--- config.mk ---
export PLATFORM = sky130hd
export DESIGN_NAME = piece_queue_flat
export DESIGN_NICKNAME = d
export VERILOG_FILES = /design/src/rtl/piece_queue_if.sv /design/src/rtl/piece_queue.sv /design/src/flat_wrapper.sv
export SDC_FILE = /design/constraint.sdc
export NUM_CORES = 1
export LEC_CHECK = 0
export CAP_MARGIN = 20
export CORE_MARGIN = 1.5
export CORE_UTILIZATION = 35
export CTS_BUF_LIST = sky130_fd_sc_hd__clkbuf_4
export CTS_CLUSTER_DIAMETER = 30
export DETAILED_ROUTE_END_ITERATION = 7
export PLACE_DENSITY = 0.67
export SYNTH_ARGS = -nofsm -noshare
export SYNTH_HDL_FRONTEND = slang
export SYNTH_SLANG_ARGS = --single-unit
--- constraint.sdc ---
create_clock -name clk -period 3.3 [get_ports clk]
set_input_delay 0.99 -clock clk [delete_from_list [all_inputs] [get_ports clk]]
set_output_delay 0.99 -clock clk [all_outputs]
set_load 0.02 [all_outputs]
--- src/rtl/piece_queue_if.sv ---
// piece_queue_if: randomizer/game-FSM handshake bundle for the piece queue
interface piece_queue_if;
  logic [2:0] rand_in_i;
  logic       req_i;
  logic       flush_i;
  logic [2:0] piece_o;
  logic [2:0] next_piece_o;
  logic       piece_valid_o;
  logic [2:0] count_o;
  modport master (output rand_in_i, req_i, flush_i, input piece_o, next_piece_o, piece_valid_o, count_o);
  modport slave (input rand_in_i, req_i, flush_i, output piece_o, next_piece_o, piece_valid_o, count_o);
endinterface

--- src/rtl/piece_queue.sv ---
// piece_queue: buffered upcoming-piece FIFO with preview; optional 7-bag fairness
// enabled by defining PIECE_QUEUE_BAG_EN.
module piece_queue #(
  parameter int DEPTH      = 4,
  parameter int MAX_REJECT = 8
) (
  input logic           clk,
  input logic           rst_n,
  piece_queue_if.slave  bus
);
  localparam logic [0:0] FILL = 1'b0;
  localparam logic [0:0] FULL = 1'b1;
  logic [2:0] fifo_q [DEPTH];
  logic [2:0] fifo_d [DEPTH];
  logic [2:0] count_q, count_d, widx, push_id;
  logic [3:0] rej_q, rej_d;
  logic [0:0] state;
  logic       pop, push;
  assign state = count_q < 3'(DEPTH) ? FILL : FULL;
  assign pop   = bus.req_i && count_q != 3'd0;
  assign widx  = pop ? count_q - 3'd1 : count_q;
`ifdef PIECE_QUEUE_BAG_EN
  logic [6:0] mask_q, mask_d, mask_set;
  logic [7:0] taken, onehot;
  logic [2:0] low_free;
  logic       fallback, accept;
  // ID 0 is treated as permanently taken so one lookup covers validity and the bag
  assign taken    = {mask_q, 1'b1};
  assign fallback = state == FILL && rej_q == 4'(MAX_REJECT);
  assign accept   = state == FILL && !taken[bus.rand_in_i];
  assign push     = fallback || accept;
  assign push_id  = fallback ? low_free : bus.rand_in_i;
  assign onehot   = 8'd1 << push_id;
  assign mask_set = mask_q | onehot[7:1];
  always_comb begin
    low_free = 3'd0;
    for (int k = 7; k >= 1; k--) low_free = !mask_q[k-1] ? 3'(k) : low_free;
  end
  assign mask_d = bus.flush_i ? 7'd0 : !push ? mask_q : &mask_set ? 7'd0 : mask_set;
  always_ff @(posedge clk or negedge rst_n)
    if (!rst_n) mask_q <= 7'd0;
    else mask_q <= mask_d;
`else
  assign push    = state == FILL && bus.rand_in_i != 3'd0;
  assign push_id = bus.rand_in_i;
`endif
  assign rej_d   = bus.flush_i || push ? 4'd0 : state == FILL ? rej_q + 4'd1 : rej_q;
  assign count_d = bus.flush_i ? 3'd0 : count_q + 3'(push) - 3'(pop);
  always_comb begin
    for (int i = 0; i < DEPTH; i++)
      fifo_d[i] = bus.flush_i ? 3'd0 :
                  (push && 3'(i) == widx) ? push_id :
                  !pop ? fifo_q[i] :
                  (i == DEPTH - 1) ? 3'd0 : fifo_q[(i + 1) % DEPTH];
  end
  always_ff @(posedge clk or negedge rst_n) begin
    if (!rst_n) begin
      count_q <= 3'd0;
      rej_q   <= 4'd0;
      for (int i = 0; i < DEPTH; i++) fifo_q[i] <= 3'd0;
    end else begin
      count_q <= count_d;
      rej_q   <= rej_d;
      for (int i = 0; i < DEPTH; i++) fifo_q[i] <= fifo_d[i];
    end
  end
  assign bus.piece_o       = fifo_q[0];
  assign bus.next_piece_o  = fifo_q[1];
  assign bus.piece_valid_o = count_q != 3'd0;
  assign bus.count_o       = count_q;
endmodule
--- src/flat_wrapper.sv ---
// flat-port wrapper written by rule: the top's interface ports become plain ports
module piece_queue_flat 
#(
  parameter int DEPTH      = 4,
  parameter int MAX_REJECT = 8
)
  (clk, rst_n, bus_rand_in_i, bus_req_i, bus_flush_i, bus_piece_o, bus_next_piece_o, bus_piece_valid_o, bus_count_o);
  piece_queue_if bus_i ();
  input logic clk;
  input logic rst_n;
  input wire logic [$bits(bus_i.rand_in_i)-1:0] bus_rand_in_i;
  input wire logic [$bits(bus_i.req_i)-1:0] bus_req_i;
  input wire logic [$bits(bus_i.flush_i)-1:0] bus_flush_i;
  output wire logic [$bits(bus_i.piece_o)-1:0] bus_piece_o;
  output wire logic [$bits(bus_i.next_piece_o)-1:0] bus_next_piece_o;
  output wire logic [$bits(bus_i.piece_valid_o)-1:0] bus_piece_valid_o;
  output wire logic [$bits(bus_i.count_o)-1:0] bus_count_o;
  assign bus_i.rand_in_i = bus_rand_in_i;
  assign bus_i.req_i = bus_req_i;
  assign bus_i.flush_i = bus_flush_i;
  assign bus_piece_o = bus_i.piece_o;
  assign bus_next_piece_o = bus_i.next_piece_o;
  assign bus_piece_valid_o = bus_i.piece_valid_o;
  assign bus_count_o = bus_i.count_o;
  piece_queue #(.DEPTH(DEPTH), .MAX_REJECT(MAX_REJECT)) u_core (.clk(clk), .rst_n(rst_n), .bus(bus_i));
endmodule
==> flow_summary.json <==
{
  "synth_cells": 111,
  "antenna_found_initial": 0,
  "gp_congestion": 0.768,
  "cp-startpoint": "u_core.bus.count_o[0]",
  "clk_latency_ps": 290,
  "hpwl_mm": 1.58,
  "holdWs_ps": 550,
  "cts_made_buffers": 3,
  "met3_usage": 0.0424,
  "die_h_um": 58.0,
  "reg2reg_depth": 13,
  "hold_buffers": 0,
  "rrSetupSlack_ps": 400,
  "placed_area_mm2": 0.00118,
  "slowest_delay_ps": 540,
  "drtAntennaViolNets": 0,
  "fmax_mhz": 320,
  "design_area_mm2": 0.00120,
  "die_w_um": 58.0,
  "maxCapViolCount": 0,
  "cts.sinks": 15,
  "io_pins": 17,
  "critical_path.endpoint": "bus_piece_valid_o",
  "synth_top_cell_by_area": "dfrtp_1",
  "num_rows": 19,
  "globalRouteTotalUtil": 0.138,
  "synth_nets": 122,
  "p_clk_frac": 0.116,
  "syn-cell-area_mm2": 0.00106,
  "end_kind": "output port",
  "comb_power_share": 0.590,
  "yosysSeqAreaShare": 0.355,
  "crit_cells": 5,
  "drt-vias-per-instance": 5.29,
  "ys_warn_count": 0,
  "dp.cells": 148,
  "async_reset_ff_frac": 1.00,
  "reg2reg_to": "u_core.bus.count_o[2]",
  "worst-endpoint-arrival_ps": 2140,
  "crit_slowest_cell": "clkdlybuf4s50_1",
  "relSlewSlack": 0.534,
  "dr_total_vias": 804,
  "wl_per_cell_um": 14.7,
  "clock_skew_ps": 8.91,
  "grt_pass1_wl_mm": 3.59,
  "core_mm2": 0.00281,
  "cts_setup_buffers": 0,
  "grt_setup_unrepaired": "no",
  "cp_data_required_time_ps": 2310,
  "clk_pin_slew_ps": 80,
  "final_nets": 133,
  "fin_cells": 152,
  "netSwitchingPower_uw": 404,
  "avgSynthCellArea_um2": 9.52,
  "path_max_fanout": 13,
  "post-route-util": 0.429,
  "h-tree-depth": 1,
  "yosys.area.top_type_share": 0.355,
  "n_antenna_cell": 0,
  "grt_pass1_vias": 785,
  "multiInputGateArea_um2": 553,
  "ir_drop_uv": 318,
  "grt_use_met2": 0.224,
  "hold_class": "register to register",
  "path_class": "register to output port",
  "p_leak_nw": 0.510,
  "dieArea_mm2": 0.00336,
  "path_delay_family": "buffers and inverters",
  "drt-pass1-iter-count": 6,
  "root_buffer": "clkbuf_4",
  "busiest_layer": "met2",
  "ys_ff_latch": 15,
  "layout_min_cycle_time_ps": 3130,
  "synth_area_leaders": "dfrtp_1, mux2_2, buf_4",
  "finalSetupViolCount": 0,
  "port_buffers": 16,
  "wirelength_mm": 2.24,
  "synth_ff_type": "dfrtp_1",
  "synth_cell_types": 29,
  "start_util": 0.377,
  "period_share": 0.948,
  "cp-start-kind": "register",
  "worstMarginPinSlew_ps": 698,
  "syn2layout_area_growth_pct": 13.8,
  "synth_edf_count": 0,
  "rr_startpoint": "u_core.bus.count_o[0]",
  "cts_max_path_buffers": 2,
  "cts_resized": 0,
  "post-route-drc-count": 0,
  "p_per_area_mw_per_mm2": 761,
  "drive_gt1_frac": 0.223,
  "drv_slew": 0,
  "worstPathBufferInverterCount": 3,
  "path_cells": "inv_1 > ha_1 > nor2b_4 > inv_2 > clkdlybuf4s50_1",
  "outcome": "finished clean",
  "internal_power_uw": 512,
  "grt_use_met1": 0.185,
  "sequentialPowerShare": 0.294,
  "regArea_um2": 375,
  "synth_commonest_cells": "dfrtp_1, a21oi_1, mux2_2, nand3_1, o21ai_0",
  "fin_ws_ps": 171,
  "drt_iter0_drc": 27,
  "fill_cells": 279,
  "grt_start_max_net_pins": 17,
  "swShare": 0.441,
  "power_uw": 916,
  "grt_overflow_total": 0,
  "finalSetupTns_ps": 0,
  "dpl_worst_slack_ps": 301,
  "synthMostInstantiatedCell": "dfrtp_1",
  "hold_violations": 0,
  "tritoncts": "yes"
}
## placed cells by master (no fill, tap or decap), drive strengths merged, types with 2 or more instances in the layout
cell type	synthesis	final
nand2	4	4
clkbuf	1	3
a21oi	13	13
ha	3	3
mux2	9	9
xnor2	2	2
o211ai	3	3
nand4	3	3
o21ai	9	9
nor2	4	4
nand3	9	9
nor2b	6	6
dfrtp	15	15
mux2i	3	3
inv	9	9
clkdlybuf4s50	0	16
buf	11	2
## worst min-delay path: stages, from the launching register on
cell	delay [ps]
dfrtp_1	390
nand2_1	60
mux2i_1	60
## how the worst min path moves through the flow
stage / slack (ps) / endpoint / cells past startpoint / startpoint
after floorplan: 500 / u_core.fifo_q[0] / 2 / u_core.fifo_q[0]
after global routing: 570 / u_core.fifo_q[1] / 2 / u_core.fifo_q[1]
final: 550 / u_core.fifo_q[0] / 2 / u_core.fifo_q[0]
after global placement: 520 / u_core.fifo_q[0] / 2 / u_core.fifo_q[0]
after detailed placement: 540 / u_core.fifo_q[1] / 2 / u_core.fifo_q[1]
after CTS: 550 / u_core.fifo_q[1] / 2 / u_core.fifo_q[1]
## final cells by class
cell class                      instances  share of cell area
Timing Repair Buffer                   18               0.146
Inverter                                9              0.0281
Clock buffer                            3              0.0187
Sequential cell                        15               0.312
Tap cell                               31              0.0322
Multi-Input combinational cell         75               0.459
Clock inverter                          1             0.00416
## per-layer routing
metal,up-vias,part of all wire
met5,-,0
met4,0,0
met3,0,0.037
met2,19,0.48
met1,387,0.48
li1,398,-
## sequential cells by signal, summed over array words and instances, names as in the netlist
| register | flops |
|---|---|
| u_core.fifo_q | 6 |
| u_core.bus.count_o | 3 |
| u_core.bus.next_piece_o | 3 |
| u_core.bus.piece_o | 3 |
## power groups by stage
stage | sequential, mW | combinational [mW] | clock, mW
floorplan | 0.280 | 0.402 | 0
global placement | 0.270 | 0.520 | 0
detailed placement | 0.274 | 0.538 | 0
CTS | 0.271 | 0.541 | 0.111
global route | 0.274 | 0.586 | 0.118
finish | 0.269 | 0.541 | 0.106
## cell families (layout without fill, tap and decap cells)
logic type	Yosys count	after routing	share of synthesized area
simple gates	29	29	0.153
buf+inv	21	31	0.122
mux	12	12	0.124
xor+xnor	3	3	0.0249
fa+ha+maj	4	4	0.0544
compound gates	27	27	0.167
flops	15	15	0.355
No activity file was read; power rests on OpenSTA's default activity.
